[src/rtl/vram_wr_arbiter.sv]
// VRAM write-port owner: full-memory clear after reset or on request, then a
// two-way round-robin arbiter (valid/ready) feeding the single write port.

package ili9341_pkg;

    // RGB565 pixel as stored in VRAM
    typedef struct packed {
        logic [4:0] r;
        logic [5:0] g;
        logic [4:0] b;
    } ILI9341_color_t;

    localparam ILI9341_color_t BLACK = '0;
    localparam ILI9341_color_t RED   = '{r: 5'h1f, g: 6'h00, b: 5'h00};

endpackage

module vram_wr_arbiter #(
    parameter int unsigned                 L          = 32,
    parameter ili9341_pkg::ILI9341_color_t VRAM_CLEAR = ili9341_pkg::BLACK,
    localparam int unsigned                AW         = (L > 1) ? $clog2(L) : 1
) (
    input  logic                        clk,
    input  logic                        rst,
    input  logic                        clear_req,
    input  logic                        req0_valid,
    input  logic [AW-1:0]               req0_addr,
    input  ili9341_pkg::ILI9341_color_t req0_data,
    output logic                        req0_ready,
    input  logic                        req1_valid,
    input  logic [AW-1:0]               req1_addr,
    input  ili9341_pkg::ILI9341_color_t req1_data,
    output logic                        req1_ready,
    output logic                        vram_wr_ena,
    output logic [AW-1:0]               vram_wr_addr,
    output ili9341_pkg::ILI9341_color_t vram_wr_data,
    output logic                        draw_ena,
    output logic                        clear_done,
    output logic                        wr_oob
);

    localparam int unsigned   CW         = AW + 1;
    localparam logic [CW-1:0] LAST_ADDR  = CW'(L - 1);
    localparam logic [CW-1:0] ADDR_LIMIT = CW'(L);

    localparam logic [0:0] S_CLEARING = 1'b0;
    localparam logic [0:0] S_ACTIVE   = 1'b1;

    logic [0:0]    state, state_nxt;
    logic [CW-1:0] cnt, cnt_nxt;
    logic          rr, rr_nxt;
    logic          clear_done_q, clear_done_nxt;

    logic                        grant_vld;
    logic                        grant_sel;
    logic [AW-1:0]               sel_addr;
    ili9341_pkg::ILI9341_color_t sel_data;
    logic                        sel_oob;

    // State, clear counter, round-robin pointer and clear-done flag
    always_ff @(posedge clk) begin
        if (rst) begin
            state        <= S_CLEARING;
            cnt          <= '0;
            rr           <= 1'b0;
            clear_done_q <= 1'b0;
        end else begin
            state        <= state_nxt;
            cnt          <= cnt_nxt;
            rr           <= rr_nxt;
            clear_done_q <= clear_done_nxt;
        end
    end

    // Next state plus zero-latency write-port and handshake outputs
    always_comb begin
        state_nxt      = state;
        cnt_nxt        = cnt;
        rr_nxt         = rr;
        clear_done_nxt = 1'b0;
        grant_vld      = 1'b0;
        grant_sel      = 1'b0;
        sel_addr       = '0;
        sel_data       = '0;
        sel_oob        = 1'b0;
        req0_ready     = 1'b0;
        req1_ready     = 1'b0;
        vram_wr_ena    = 1'b0;
        vram_wr_addr   = '0;
        vram_wr_data   = '0;
        draw_ena       = 1'b0;
        wr_oob         = 1'b0;

        // A reset cycle drops everything, including a pending grant
        if (!rst) begin
            case (state)
                S_CLEARING: begin
                    vram_wr_ena  = 1'b1;
                    vram_wr_addr = cnt[AW-1:0];
                    vram_wr_data = VRAM_CLEAR;
                    if (cnt == LAST_ADDR) begin
                        state_nxt      = S_ACTIVE;
                        cnt_nxt        = '0;
                        clear_done_nxt = 1'b1;
                    end else begin
                        cnt_nxt = cnt + CW'(1);
                    end
                end

                S_ACTIVE: begin
                    draw_ena = 1'b1;
                    if (clear_req) begin
                        state_nxt = S_CLEARING;
                        cnt_nxt   = '0;
                    end else begin
                        // Contention alternates; a lone requester keeps rr
                        if (req0_valid && req1_valid) begin
                            grant_vld = 1'b1;
                            grant_sel = rr;
                            rr_nxt    = ~rr;
                        end else if (req0_valid) begin
                            grant_vld = 1'b1;
                            grant_sel = 1'b0;
                        end else if (req1_valid) begin
                            grant_vld = 1'b1;
                            grant_sel = 1'b1;
                        end

                        if (grant_vld) begin
                            sel_addr     = grant_sel ? req1_addr : req0_addr;
                            sel_data     = grant_sel ? req1_data : req0_data;
                            sel_oob      = ({1'b0, sel_addr} >= ADDR_LIMIT);
                            req0_ready   = ~grant_sel;
                            req1_ready   = grant_sel;
                            vram_wr_ena  = ~sel_oob;
                            wr_oob       = sel_oob;
                            vram_wr_addr = sel_addr;
                            vram_wr_data = sel_data;
                        end
                    end
                end

                default: begin
                    state_nxt = S_CLEARING;
                    cnt_nxt   = '0;
                end
            endcase
        end
    end

    // Registered pulse, forced low while reset is asserted
    always_comb begin
        clear_done = clear_done_q & ~rst;
    end

endmodule

[config.mk]
export PLATFORM = sky130hd
export DESIGN_NAME = vram_wr_arbiter
export DESIGN_NICKNAME = d
export VERILOG_FILES = /design/src/rtl/vram_wr_arbiter.sv
export SDC_FILE = /design/constraint.sdc
export NUM_CORES = 1
export LEC_CHECK = 0
export CAP_MARGIN = 10
export CORE_MARGIN = 2
export CORE_UTILIZATION = 26
export CTS_CLUSTER_SIZE = 30
export DETAILED_ROUTE_END_ITERATION = 6
export PLACE_DENSITY = 0.75
export SLEW_MARGIN = 20
export SYNTH_ARGS = -nofsm -noshare
export SYNTH_HDL_FRONTEND = slang
export SYNTH_SLANG_ARGS = --single-unit
[constraint.sdc]
create_clock -name clk -period 1.2 [get_ports clk]
set_input_delay 0.12 -clock clk [delete_from_list [all_inputs] [get_ports clk]]
set_output_delay 0.12 -clock clk [all_outputs]
set_load 0.01 [all_outputs]
# == Yosys cells after proc, flatten, opt, wreduce, memory -nomap -nowiden ==
# Cells that the tools add are included.
# op_classes
n_reduce_logical,3
mux,41
n_bitwise,6
eq_ne,2
add_sub_neg,1
# ops
cell,n
16-bit two-way mux,4
16-bit one-hot mux with 2 select lines,1
1-bit two-way mux,26
5-bit two-way mux,4
6-bit two-way mux,2
6-bit one-hot mux with 2 select lines,1
5-bit one-hot mux with 2 select lines,1
6-bit by 1-bit adder with 6-bit output (second input constant),1
6-bit by 5-bit equality test with 1-bit output (second input constant),1
1-bit NOT,5
1-bit one-hot mux with 2 select lines,2
3-bit AND reduction,1
2-bit inequality test (second input constant),1
2-bit OR reduction,1
1-bit bitwise AND,1
1-bit logical AND,1
# totals
output_inout_bits,27
elab_cells,57
ff_bits,9
input_bits,47

# == Longest topological paths before layout ==
# Gate-level depths: netlist of the first run.
# logic_depth
ltp_word,11
ltp_mapped,4
mapped_depth_nobuf,4

# == Least setup slack after synthesis of the first run ==
# No wires, ideal clock.
# synth_path
path_kind,register to output
startpoint,register state
endpoint,output port vram_wr_addr[1]
path_stages_with_launch,5
slack_ns,-0.118
required_ns,1.080
arrival_time_ns,1.198
path_buffers,1
cell_sequence,dfxtp_1 nor2b_2 and4_4 buf_6 a221o_1
# synth_via
elab_chain_cells,3
# synth_lines
item,line,text
start: declaration,49,"logic [0:0] state, state_nxt;"
start signal: assignment,68,state <= state_nxt;
1-bit NOT,-,
5-bit one-hot mux with 2 select lines *,96,case (state)
5-bit two-way mux *,95,if (!rst) begin
end: declaration,35,"output logic [AW-1:0] vram_wr_addr,"
# Mark *: on every way between the ends. The rest lies on a longest branch, timed or not.

==> results of run 1 <==
-- path summary, 6_finish.rpt --
path / end / slack (ns) / cells after the start / startpoint
setup / recovery: vram_wr_data[14] / -0.42 / 5 / state
hold / removal: state / 0.51 / 4 / rst
setup reg to reg: state / -0.08 / 5 / cnt[0]
hold reg to reg: cnt[5] / 0.55 / 2 / cnt[5]
-- cell families after synthesis --
group / Yosys count / share of synthesized area (%)
AO/OA/AOI/OAI: 37 / 39.03
XOR/XNOR: 1 / 1.173
adder cells (fa/ha/maj): 1 / 1.675
buffers and inverters: 11 / 8.543
flip-flops: 9 / 24.12
other: 1 / 0.5020
AND/OR/NAND/NOR: 32 / 24.96
-- layer usage --
| metal | track usage (%) | wire [microns] | share of wire, % |
|---|---|---|---|
| met1 | 27.41 | 1527 | 41 |
| met4 | 4.651 | 14 | 0.37 |
| met5 | 0 | 0 | 0 |
| met3 | 4.308 | 332 | 8.8 |
| met2 | 36.53 | 1881 | 50 |
-- area by class of cell --
| type | instances | share of cell area [%] |
|---|---|---|
| clock buffers | 4 | 1.502 |
| well taps | 31 | 2.217 |
| inverters | 4 | 0.8584 |
| flip-flops and latches | 9 | 10.87 |
| multi-input cells | 73 | 35.05 |
| repair buffers | 97 | 49.50 |
-- worst max-delay path, cell delays in order (launching register included) --
cell             delay [ns]
dfxtp_2                0.33
nor2b_4                0.18
and4_4                 0.30
buf_12                 0.11
a22o_1                 0.12
clkdlybuf4s15_2        0.21
-- layout by cell type (no fill, tap or decap), types with 3 or more instances in the layout --
master,netlist,routed
clkbuf_4,0,3
inv_1,4,3
buf_4,4,16
a221o_1,5,5
nand2_1,5,3
a21oi_2,0,3
dfxtp_1,9,3
buf_6,1,6
and2_1,5,5
nor2_1,5,5
buf_2,0,22
dlygate4sd2_1,0,4
dfxtp_2,0,5
clkdlybuf4s50_1,0,43
a22o_1,16,16
-- power breakdown --
group          total, mW  internal (mW)  switching (mW)
logic              0.273          0.187          0.0861
clock network      0.236          0.128           0.108
registers          0.319          0.309         0.00986
-- state kept, by name, indices dropped and copies added (netlist names) --
name / flops
cnt: 6
clear_done_q: 1
rr: 1
state: 1
-- what timing repair did --
action	CTS	global route
setup endpoints to repair	33	31
endpoints found under the hold margin	0	0
pin swaps	3	7
gates cloned	1	1
resized for setup	121	16
buffers inserted	4	1
==> reports/results.ini, run 1 <==
[outcome]
outcome = finished, violations left
violations = negative setup slack

[synthesis]
synth_top_cell_by_area = dfxtp_1
synth_most_common_cell = a22o_1
async_flop_share_pct = 0
synth_top_flop_cell = dfxtp_1
yosysSeqAreaShare_pct = 24.12
synth_area_per_cell_sq_um = 8.119
synth_cell_types = 32
ys_top_cells_by_count = a22o_1 (16), dfxtp_1 (9)
synth-seq-cells = 9
synth_top_area_share_pct = 24.12
synth_edf_count = 0
synthCells = 92
synth_nets = 140
syn-cell-area_sq_um = 747.0
ys_top_cells_by_area = dfxtp_1 (24%), a22o_1 (19%), a221o_1 (6.7%)
synth.yosys.warnings = 0

[layout]
final_cells = 218
final_util_pct = 63.98
stdcell_area_sq_um = 1749
n_antenna_cell = 0
syn_to_final_growth_pct = 134.2
final_nets = 236
multi_input_area_sq_um = 613.1
seqCellArea_sq_um = 190.2
fill_cells = 249
layout-drive-gt1-share_pct = 42.78

[detailed_routing]
antenna_left = 0
vias_per_cell = 5.220
wl_per_cell_microns = 17.23
vias = 1138
drt_iter0_drc = 75
dr.pass1.iters = 4
drcViolationCount = 0
wl_mm = 3.757

[clocking]
clockBufferDepth = 2
cts.sinks = 9
clk_latency_ns = 0.26
cts_htree_levels = 1
root_buffer = clkbuf_4
clkTransAtPathRegs_ns = 0.06
cts_tree = done
cts_made_buffers = 3
postCtsHoldBufs = 0

[die]
initial_core_util_pct = 27.32
die_w_microns = 57.60
die_area_sq_um = 3318
ios = 74
die_h_microns = 57.60
core-area_sq_um = 2734
row_count = 19

[power]
p_per_area_nw_per_um2 = 473.5
power.leakage_nw = 0.7378
peakVddDrop_mv = 0.4657
finalPower_mw = 0.8282

[sta]
fin_crit_sh_pct = 135.4
fin_ws_ns = -0.4250
period_needed_ns = 1.625
max_freq_ghz = 0.6154
rsz0062_at_grt = true
fin_skew_ns = 0.007118
hold_ws_ns = 0.5140
hold_viol = 0
finalSetupTns_ns = -8.074
drv_slew = 0
setup_viol = 27

[grt]
first_global_vias = 1124
grt_max_degree = 23
antenna_found_initial = 0
grt-ovfl-total = 0
grt_pass1_wl_mm = 5.568
grt_util_all_layers_pct = 21.29

[critical_path]
critPathArrivalTime_ns = 1.50
crit_path_max_fanout = 6
startpoint_type = register
worstPathRequired_ns = 1.08
endpoint_kind = output port
crit_type = reg -> out

[placement]
dp_hpwl_mm = 2.679
dp.cells = 208
place_ws_ns = -0.7982
routabilityCongestion = 0.8688
dpl_cell_area_sq_um = 1638
port_buffers = 72

[worst_hold_path]
hp-class = in -> reg

[flow_run]
maxCapViolCount = 0

No activity file was read; power rests on OpenSTA's default activity.
==> inputs of run 2 (changes only) <==
- CAP_MARGIN: 10 -> 20
==> results of run 2 <==
The final DEF is identical to that of run 1; final timing and power are the same.
==> inputs of run 3 (changes only) <==
- GPL_ROUTABILITY_DRIVEN: not set -> 0
==> results of run 3 <==
The final DEF is identical to that of run 1; final timing and power are the same.
